$ cat config.mk
export PLATFORM = sky130hd
export DESIGN_NAME = bi_fifo_ctrl
export DESIGN_NICKNAME = d
export VERILOG_FILES = /design/src/rtl/bi_fifo_pkg.sv /design/src/rtl/bi_fifo_skid.sv /design/src/rtl/bi_fifo_ctrl.sv
export SDC_FILE = /design/constraint.sdc
export NUM_CORES = 1
export LEC_CHECK = 0
export CAP_MARGIN = 30
export CORE_UTILIZATION = 49
export CTS_CLUSTER_DIAMETER = 100
export DETAILED_ROUTE_END_ITERATION = 10
export PLACE_DENSITY_LB_ADDON = 0.3
export SLEW_MARGIN = 30
export SYNTH_ARGS = -nofsm -noshare
export SYNTH_HDL_FRONTEND = slang
export SYNTH_SLANG_ARGS = --single-unit
$ cat constraint.sdc
create_clock -name clk_i -period 5.1 [get_ports clk_i]
set_input_delay 1.02 -clock clk_i [delete_from_list [all_inputs] [get_ports clk_i]]
set_output_delay 1.02 -clock clk_i [all_outputs]
set_load 0.02 [all_outputs]
$ cat src/rtl/bi_fifo_pkg.sv
// rtl/bi_fifo_pkg.sv - shared constants and pointer helper for the bi_fifo controller family
package bi_fifo_pkg;

  // Cycles between memReadEnable and valid read data on the attached memory.
  localparam int MEM_READ_LATENCY = 1;

  // Number of words the output skid buffer can hold.
  localparam int SKID_DEPTH = 2;

  // Wrap-around increment for a pointer into a memory of arbitrary depth.
  function automatic logic [31:0] ptrInc(input logic [31:0] ptr, input logic [31:0] height);
    ptrInc = (ptr == height - 32'd1) ? 32'd0 : ptr + 32'd1;
  endfunction

endpackage

$ cat src/rtl/bi_fifo_skid.sv
// rtl/bi_fifo_skid.sv - 2-entry output skid buffer fed by a latency-1 memory return
module bi_fifo_skid
  import bi_fifo_pkg::*;
#(
  parameter int WIDTH = 16
) (
  input  logic             clk,
  input  logic             rst,
  input  logic             clear,
  input  logic             s_tvalid,
  input  logic [WIDTH-1:0] s_tdata,
  output logic             m_tvalid,
  input  logic             m_tready,
  output logic [WIDTH-1:0] m_tdata,
  output logic [1:0]       count
);

  // head is the word presented downstream; tail holds the second word.
  // The producer never offers a word when both slots stay occupied, so
  // there is no ready back to the producer.
  logic [WIDTH-1:0] head;
  logic [WIDTH-1:0] tail;
  logic             pop;

  assign m_tvalid = (count != 2'd0);
  assign m_tdata  = head;
  assign pop      = m_tvalid & m_tready;

  // Slot update: capture into the first free slot, shift tail to head on pop.
  always_ff @(posedge clk or posedge rst) begin
    if (rst) begin
      count <= 2'd0;
      head  <= '0;
      tail  <= '0;
    end else if (clear) begin
      count <= 2'd0;
    end else begin
      case ({s_tvalid, pop})
        2'b10: begin
          if (count == 2'd0) begin
            head <= s_tdata;
          end else begin
            tail <= s_tdata;
          end
          if (count < 2'(SKID_DEPTH)) begin
            count <= count + 2'd1;
          end
        end
        2'b01: begin
          head  <= tail;
          count <= count - 2'd1;
        end
        2'b11: begin
          if (count == 2'd1) begin
            head <= s_tdata;
          end else begin
            head <= tail;
            tail <= s_tdata;
          end
        end
        default: begin
        end
      endcase
    end
  end

endmodule

$ cat src/rtl/bi_fifo_ctrl.sv
// rtl/bi_fifo_ctrl.sv - two-port memory FIFO controller; BI_FIFO_CTRL_LEVEL_EN adds level_o/almostFull_o
module bi_fifo_ctrl
  import bi_fifo_pkg::*;
#(
  parameter int WIDTH        = 16,
  parameter int HEIGHT       = 16,
  parameter int AF_THRESHOLD = HEIGHT
) (
  input  logic                      clk_i,
  input  logic                      reset_i,
  input  logic                      clear_i,
  input  logic                      pushValid_i,
  output logic                      pushReady_o,
  input  logic [WIDTH-1:0]          pushData_i,
  output logic                      popValid_o,
  input  logic                      popReady_i,
  output logic [WIDTH-1:0]          popData_o,
  output logic                      memReadEnable_o,
  output logic [$clog2(HEIGHT)-1:0] memReadAddr_o,
  input  logic [WIDTH-1:0]          memReadData_i,
  output logic                      memWriteEnable_o,
  output logic [$clog2(HEIGHT)-1:0] memWriteAddr_o,
  output logic [WIDTH-1:0]          memWriteData_o
`ifdef BI_FIFO_CTRL_LEVEL_EN
  ,
  output logic [$clog2(HEIGHT+3)-1:0] level_o,
  output logic                        almostFull_o
`endif
);

  localparam int AW = $clog2(HEIGHT);
  localparam int CW = $clog2(HEIGHT + 1);

  logic [AW-1:0]               wr_ptr;
  logic [AW-1:0]               rd_ptr;
  logic [CW-1:0]               mem_count;
  logic [CW-1:0]               mem_count_next;
  logic [MEM_READ_LATENCY-1:0] in_flight;
  logic [1:0]                  buf_count;
  logic                        push_fire;
  logic                        pop_fire;
  logic                        fetch;

  // Handshakes. Only memory occupancy gates the write side; the skid
  // buffer is filled by prefetch and never blocks a push directly.
  assign pushReady_o = !reset_i && (mem_count < CW'(HEIGHT));
  assign push_fire   = pushValid_i & pushReady_o;
  assign pop_fire    = popValid_o & popReady_i;

  // Prefetch whenever memory holds data and the word would have a skid
  // slot to land in, counting the slot a pop frees this same cycle.
  assign fetch = (mem_count != '0) &&
                 (({1'b0, buf_count} + {2'b00, in_flight[0]}) <
                  (3'(SKID_DEPTH) + {2'b00, pop_fire}));

  assign memWriteEnable_o = push_fire;
  assign memWriteAddr_o   = wr_ptr;
  assign memWriteData_o   = reset_i ? '0 : pushData_i;
  assign memReadEnable_o  = fetch;
  assign memReadAddr_o    = rd_ptr;

  // Memory occupancy after this cycle's push and fetch.
  always_comb begin
    mem_count_next = mem_count;
    case ({push_fire, fetch})
      2'b10:   mem_count_next = mem_count + CW'(1);
      2'b01:   mem_count_next = mem_count - CW'(1);
      default: mem_count_next = mem_count;
    endcase
  end

  // Pointers, memory occupancy and the read-return marker; clear wins over all traffic.
  always_ff @(posedge clk_i or posedge reset_i) begin
    if (reset_i) begin
      wr_ptr    <= '0;
      rd_ptr    <= '0;
      mem_count <= '0;
      in_flight <= '0;
    end else if (clear_i) begin
      wr_ptr    <= '0;
      rd_ptr    <= '0;
      mem_count <= '0;
      in_flight <= '0;
    end else begin
      if (push_fire) begin
        wr_ptr <= AW'(ptrInc(32'(wr_ptr), 32'(HEIGHT)));
      end
      if (fetch) begin
        rd_ptr <= AW'(ptrInc(32'(rd_ptr), 32'(HEIGHT)));
      end
      mem_count <= mem_count_next;
      in_flight <= fetch;
    end
  end

  // Read data is only captured in the cycle its fetch marker is set, and
  // is dropped if a clear lands in that cycle.
  bi_fifo_skid #(
    .WIDTH(WIDTH)
  ) u_skid (
    .clk      (clk_i),
    .rst      (reset_i),
    .clear    (clear_i),
    .s_tvalid (in_flight[0]),
    .s_tdata  (memReadData_i),
    .m_tvalid (popValid_o),
    .m_tready (popReady_i),
    .m_tdata  (popData_o),
    .count    (buf_count)
  );

`ifdef BI_FIFO_CTRL_LEVEL_EN
  localparam int LW = $clog2(HEIGHT + 3);

  logic [LW-1:0] occ_next;
  logic [LW-1:0] level_q;
  logic          almost_full_q;

  assign level_o      = level_q;
  assign almostFull_o = almost_full_q;

  // Occupancy the state will hold after this edge, so the registered
  // level matches the current contents rather than lagging by a cycle.
  always_comb begin
    occ_next = '0;
    if (!clear_i) begin
      occ_next = LW'(mem_count_next) + LW'(fetch) + LW'(buf_count) +
                 LW'(in_flight[0]) - LW'(pop_fire);
    end
  end

  // Registered level and threshold flag.
  always_ff @(posedge clk_i or posedge reset_i) begin
    if (reset_i) begin
      level_q       <= '0;
      almost_full_q <= 1'b0;
    end else begin
      level_q       <= occ_next;
      almost_full_q <= (int'(occ_next) >= AF_THRESHOLD);
    end
  end
`else
  // The threshold has no effect without the level feature.
  if (AF_THRESHOLD < 0) begin : g_af_ignored
  end
`endif

endmodule
==> impl_metrics.tcl, run 1 <==
set metrics [dict create \
    status "finished clean" \
    hold_path.class "reg2reg" \
    core-area_um2 4786 \
    hold_path.startpoint "u_skid.tail[14]" \
    post_cts_buffers 0 \
    finalHoldWorstSlack_ns 0.5105 \
    setup_viol 0 \
    syn_inst 236 \
    drc 0 \
    antenna_found_initial 0 \
    whs_path_depth 1 \
    grt_first_pass_wirelength_um 8024 \
    timing.setup.tns_ns 0 \
    wl_um 4990 \
    io_pins 81 \
    wl_met1_um 2157 \
    drive_above_1_share 0.1108 \
    synth_xor_area_frac 0.01781 \
    cts_buffers 5 \
    fmax_mhz 243.2 \
    cts_tree "built" \
    synth_mux_area_frac 0.1552 \
    crit_fanout 9 \
    wl_met2_um 2396 \
    cp_data_required_time_ns 4.08 \
    max-slew-margin-rel 0.4039 \
    worst_path_most_repeated_cell "clkdlybuf4s50_1" \
    dp_hpwl_um 3536 \
    drv_cap 0 \
    fin_total_pwr_mw 1.868 \
    fin_crit_ns 4.111 \
    synth_top_family_by_area "multiplexers" \
    die_w_um 72.84 \
    grt_start_max_net_pins 49 \
    r2r_cells 11 \
    slew_violations 0 \
    rsz0062_at_grt "no" \
    final_cells 383 \
    cp_slowest_stage_delay_ns 0.62 \
    cp_data_arrival_time_ns 3.09 \
    ir_drop_mv 0.3381 \
    min_to "u_skid.tail[14]" \
    die_h_um 72.84 \
    synth-seq-cells 48 \
    crit_type "in2out" \
    rows 25 \
    drt_first_pass_iters 4 \
    worstMarginPinSlew_ns 0.8941 \
    synth_compound_area_frac 0.1242 \
    root_buffer "clkbuf_8" \
    syn_to_final_growth_pct 39.13 \
    fin_nets 360 \
    dr.first_iter.drc_count 66 \
    cpMaxStageDelayCell "clkdlybuf4s50_1" \
    syn_area_um2 2459 \
    p_leak_nw 1.526 \
    routed.top_layer "met4" \
    cts_htree_levels 2 \
    yosysMostFrequentCell "dfrtp_1" \
    p_per_area_nw_per_um2 546.0 \
    ctsResizeCount 0 \
    clk_pin_slew_worst_paths_ns 0.09 \
    vias_per_cell 5.151 \
    synth_seq_area_share 0.4885 \
    n_fill_cell 367 \
    synth_edf_count 0 \
    ant_nets 0 \
    port_buffers 80 \
    reg2reg_slack_ns 1.98 \
    clkLatencyLatePin_ns 0.30 \
    skew_ns 0.002578 \
    finalCritPeriodShare 0.8061 \
    yosysTopAreaCell "dfrtp_1" \
    crit_chain "clkdlybuf4s50_1, or3b_4, a221oi_4, buf_4, clkdlybuf4s50_1" \
    synth_simple_gate_area_frac 0.1405 \
    critPathLaunch "popReady_i" \
    syn_avg_cell_area_um2 10.42 \
    grt_pass1_vias 1756 \
    clockBufferDepth 2 \
    track_usage 0.1957 \
    hold_buffers 0 \
    wl_per_cell_um 13.03 \
    timing.rr.end "mem_count[4]" \
    gp_routability_congestion 0.8329 \
    clkSinkCount 48 \
    synth_nets 281 \
    diodes 0 \
    dieArea_um2 5305 \
    synth_top_area_frac 0.4885 \
    synth_cell_types 34 \
    synth_fa_ha_area_frac 0.04071 \
    ys_top_cells_by_area "dfrtp_1 49%, mux2_2 7.8%, mux2i_1 7.7%" \
    final_hold_viol_count 0 \
    async_flop_share 1.000 \
    yosys-top-cells-count "48 x dfrtp_1, 29 x nor2_1, 25 x a21oi_1" \
    r2r_start "in_flight" \
    initial_utilization 0.5137 \
    route.vias.total 1973 \
    synthFlopType "dfrtp_1" \
    yosys_warnings 0 \
    wl_met3_um 377 \
    endpoint_kind "output port" \
    dp_cells 375 \
    start_kind "primary input" \
    overflow 0 \
]
==> metrics by stage <==
stage | utilization | setup WS [ns] | instance area [um^2]
after floorplan | - | 1.754 | 2459
after global placement | 0.6941 | 1.022 | 3322
after detailed placement | 0.6946 | 0.9975 | 3324
after CTS | 0.7148 | 0.9832 | 3421
after global routing | 0.7148 | 0.9315 | 3421
final | 0.7148 | 0.9888 | 3421
==> layer usage <==
metal | up-vias | GRT usage
met1 | 928 | 0.2340
li1 | 973 | -
met2 | 65 | 0.3344
met3 | 7 | 0.06215
met5 | - | 0
met4 | 0 | 0.06536
==> how the worst max path moves through the flow <==
| stage | to | slack (ns) | depth (start not counted) |
|---|---|---|---|
| floorplan | mem_count[4] | 1.75 | 9 |
| global placement | memReadEnable_o | 1.02 | 5 |
| detailed placement | memReadEnable_o | 1.0 | 5 |
| CTS | memReadEnable_o | 0.98 | 5 |
| global route | memReadEnable_o | 0.93 | 5 |
| finish | memReadEnable_o | 0.99 | 5 |
==> critical path: cells and delay by family <==
kind                   cells  cell delay, ns
AO/OA/AOI/OAI              1            0.28
buffers and inverters      3            1.36
AND/OR/NAND/NOR            1            0.43
==> layout by cell type, fill, tap and decap left out, types with 2 or more instances in the layout <==
master,Yosys,layout
nand2_1,12,12
or3_1,4,4
clkbuf_8,0,6
mux2i_1,19,19
xnor2_1,3,3
ha_1,8,8
mux2_2,17,17
a211oi_1,2,2
nand3_1,3,3
clkdlybuf4s50_1,0,80
o21ai_0,6,6
nor2b_1,17,17
nor2_1,29,29
o21a_1,2,2
a21oi_1,25,24
dfrtp_1,48,48
inv_1,10,9
a31oi_1,4,4
buf_4,0,2
xor2_1,2,2
==> logic make-up after synthesis <==
| family | after synthesis |
|---|---|
| compound gates | 47 |
| simple gates | 71 |
| buf+inv | 21 |
| xor+xnor | 5 |
| mux | 36 |
| fa+ha+maj | 8 |
| flops | 48 |
==> sequential cells by signal (all words and copies together), names as in the netlist <==
name / flops
mem_count: 5
u_skid.tail: 16
memReadAddr_o: 4
u_skid.m_tdata: 16
memWriteAddr_o: 4
u_skid.count: 2
in_flight: 1
==> power by group <==
group	total, mW	internal (mW)	switching [mW]
logic	0.979	0.488	0.491
registers	0.646	0.540	0.105
clock network	0.243	0.111	0.132
==> cell type report <==
class | count | area, um^2 | area share
flip-flops and latches | 48 | 1201 | 0.3511
clock buffers | 6 | 82.58 | 0.02414
multi-input cells | 167 | 1180 | 0.3449
well taps | 67 | 83.83 | 0.02451
repair buffers | 82 | 815.8 | 0.2385
inverters | 11 | 43.79 | 0.01280
clock inverters | 2 | 13.76 | 0.004023
(Power assumes the default switching activity.)
==> inputs of run 2 (changes only) <==
--- a/config.mk
+++ b/config.mk
@@ -6,7 +6,7 @@
 export NUM_CORES = 1
 export LEC_CHECK = 0
 export CAP_MARGIN = 30
-export CORE_UTILIZATION = 49
+export CORE_UTILIZATION = 46
 export CTS_CLUSTER_DIAMETER = 100
 export DETAILED_ROUTE_END_ITERATION = 10
 export PLACE_DENSITY_LB_ADDON = 0.3
==> constraint.sdc (replaced) <==
create_clock -name clk_i -period 4.3 [get_ports clk_i]
set_input_delay 0.86 -clock clk_i [delete_from_list [all_inputs] [get_ports clk_i]]
set_output_delay 0.86 -clock clk_i [all_outputs]
set_load 0.02 [all_outputs]
==> impl_metrics.tcl, run 2 (synthesized netlist as in run 1, its figures left out) <==
set metrics [dict create \
    max-slew-margin-rel 0.4266 \
    final_common_cell "clkdlybuf4s50_1" \
    placed_area_um2 3343 \
    finalHoldWorstSlack_ns 0.5108 \
    slew_violations 0 \
    timing.setup.tns_ns 0 \
    status "finished clean" \
    drt_first_pass_iters 4 \
    fin_total_pwr_mw 2.224 \
    seq_power_share 0.346 \
    vias_per_cell 5.188 \
    fmax_mhz 274.8 \
    cts_buffers 5 \
    fin_util 0.6692 \
    p_leak_nw 1.536 \
    track_usage 0.1935 \
    final_cell_mix "80 x clkdlybuf4s50_1, 48 x dfrtp_1, 29 x nor2_1, 24 x a21oi_1, 19 x mux2i_1" \
    diodes 0 \
    p_per_area_nw_per_um2 646.5 \
    grt_start_max_net_pins 49 \
    route.vias.total 2013 \
    p_int_mw 1.354 \
    root_buffer "clkbuf_8" \
    finalCritPeriodShare 0.8461 \
    clk_pin_slew_worst_paths_ns 0.09 \
    dp_slack_ns 0.5684 \
    cp_data_required_time_ns 3.44 \
    ctsResizeCount 0 \
    dp_cells 380 \
    port_buffers 80 \
    drv_cap 0 \
    wl_um 5181 \
    skew_ns 0.005932 \
    post_cts_buffers 0 \
    rsz0062_at_grt "no" \
    comb_power_share 0.525 \
    clkSinkCount 48 \
    antenna_found_initial 0 \
    die_h_um 75.11 \
    clockBufferDepth 2 \
    drive_above_1_share 0.1164 \
    final_cells 388 \
    gp_routability_congestion 0.7948 \
    grt_pass1_vias 1798 \
    endpoint_kind "output port" \
    worstMarginPinSlew_ns 0.8601 \
    cp_data_arrival_time_ns 2.78 \
    wl_per_cell_um 13.35 \
    core-area_um2 5140 \
    crit_type "in2out" \
    ir_drop_mv 0.4589 \
    overflow 0 \
    drc 0 \
    hold_buffers 0 \
    dr.first_iter.drc_count 61 \
    fin_crit_ns 3.638 \
    ant_nets 0 \
    initial_utilization 0.4783 \
    start_kind "primary input" \
    final_hold_viol_count 0 \
    hold_path.class "reg2reg" \
    rows 26 \
    syn_to_final_growth_pct 39.90 \
    setup_viol 0 \
    power.share.clock 0.129 \
    crit_fanout 3 \
    grt_first_pass_wirelength_um 8073 \
    die_w_um 75.11 \
    design_area_um2 3440 \
    cts_htree_levels 2 \
    clkLatencyLatePin_ns 0.31 \
    dieArea_um2 5642 \
    power.share.switching 0.3912 \
    layout_setup_ws_ns 0.6616 \
    io_pins 81 \
    p_switching_mw 0.8700 \
    dp_hpwl_um 3694 \
    cts_tree "built" \
    fin_nets 362 \
]
## run 2: cell count changes in the layout (fill, tap and decap cells not counted), sizes merged
cell  before  now
buf        2    4
## run 2: layer usage
metal | GRT usage | up-vias | part of all wire | routed length (um)
met1 | 0.2420 | 946 | 0.44 | 2283
met3 | 0.05221 | 9 | 0.080 | 413
met5 | 0 | - | 0 | 0
li1 | - | 980 | - | -
met2 | 0.3183 | 78 | 0.46 | 2394
met4 | 0.07966 | 0 | 0.017 | 90
## run 2: worst paths after layout
| path | depth (start not counted) | to | startpoint | slack [ns] |
|---|---|---|---|---|
| worst max-delay path | 4 | memReadEnable_o | popReady_i | 0.66 |
| worst min-delay path | 1 | u_skid.tail[10] | u_skid.tail[10] | 0.51 |
| worst max register to register | 12 | mem_count[4] | in_flight | 1.20 |
| worst min register to register | 1 | u_skid.tail[10] | u_skid.tail[10] | 0.51 |
| max in group asynchronous | 3 | mem_count[1] | reset_i | 2.79 |
| min in group asynchronous | 3 | memWriteAddr_o[0] | reset_i | 1.12 |
## run 2: cell type report
type                       instances  area, um^2
fill                             415        1700
sequential                        48        1201
multi-input combinational        167        1180
timing repair buffer              84       830.8
tap                               70       87.58
clock buffer                       6       82.58
inverter                          11       43.79
clock inverter                     2       13.76
## run 2: power by group through the flow
stage          clock network, mW  registers [mW]  logic, mW
6_report                   0.288           0.769       1.17
5_1_grt                    0.309           0.798       1.28
4_1_cts                    0.298           0.772       1.18
3_5_place_dp                   0           0.779       1.18
3_3_place_gp                   0           0.770       1.14
2_1_floorplan                  0           0.852      0.688
## run 2: critical path, stage by stage
cell             delay (ns)
clkdlybuf4s50_1        0.50
or3b_4                 0.42
a221oi_4               0.34
clkdlybuf4s50_1        0.66
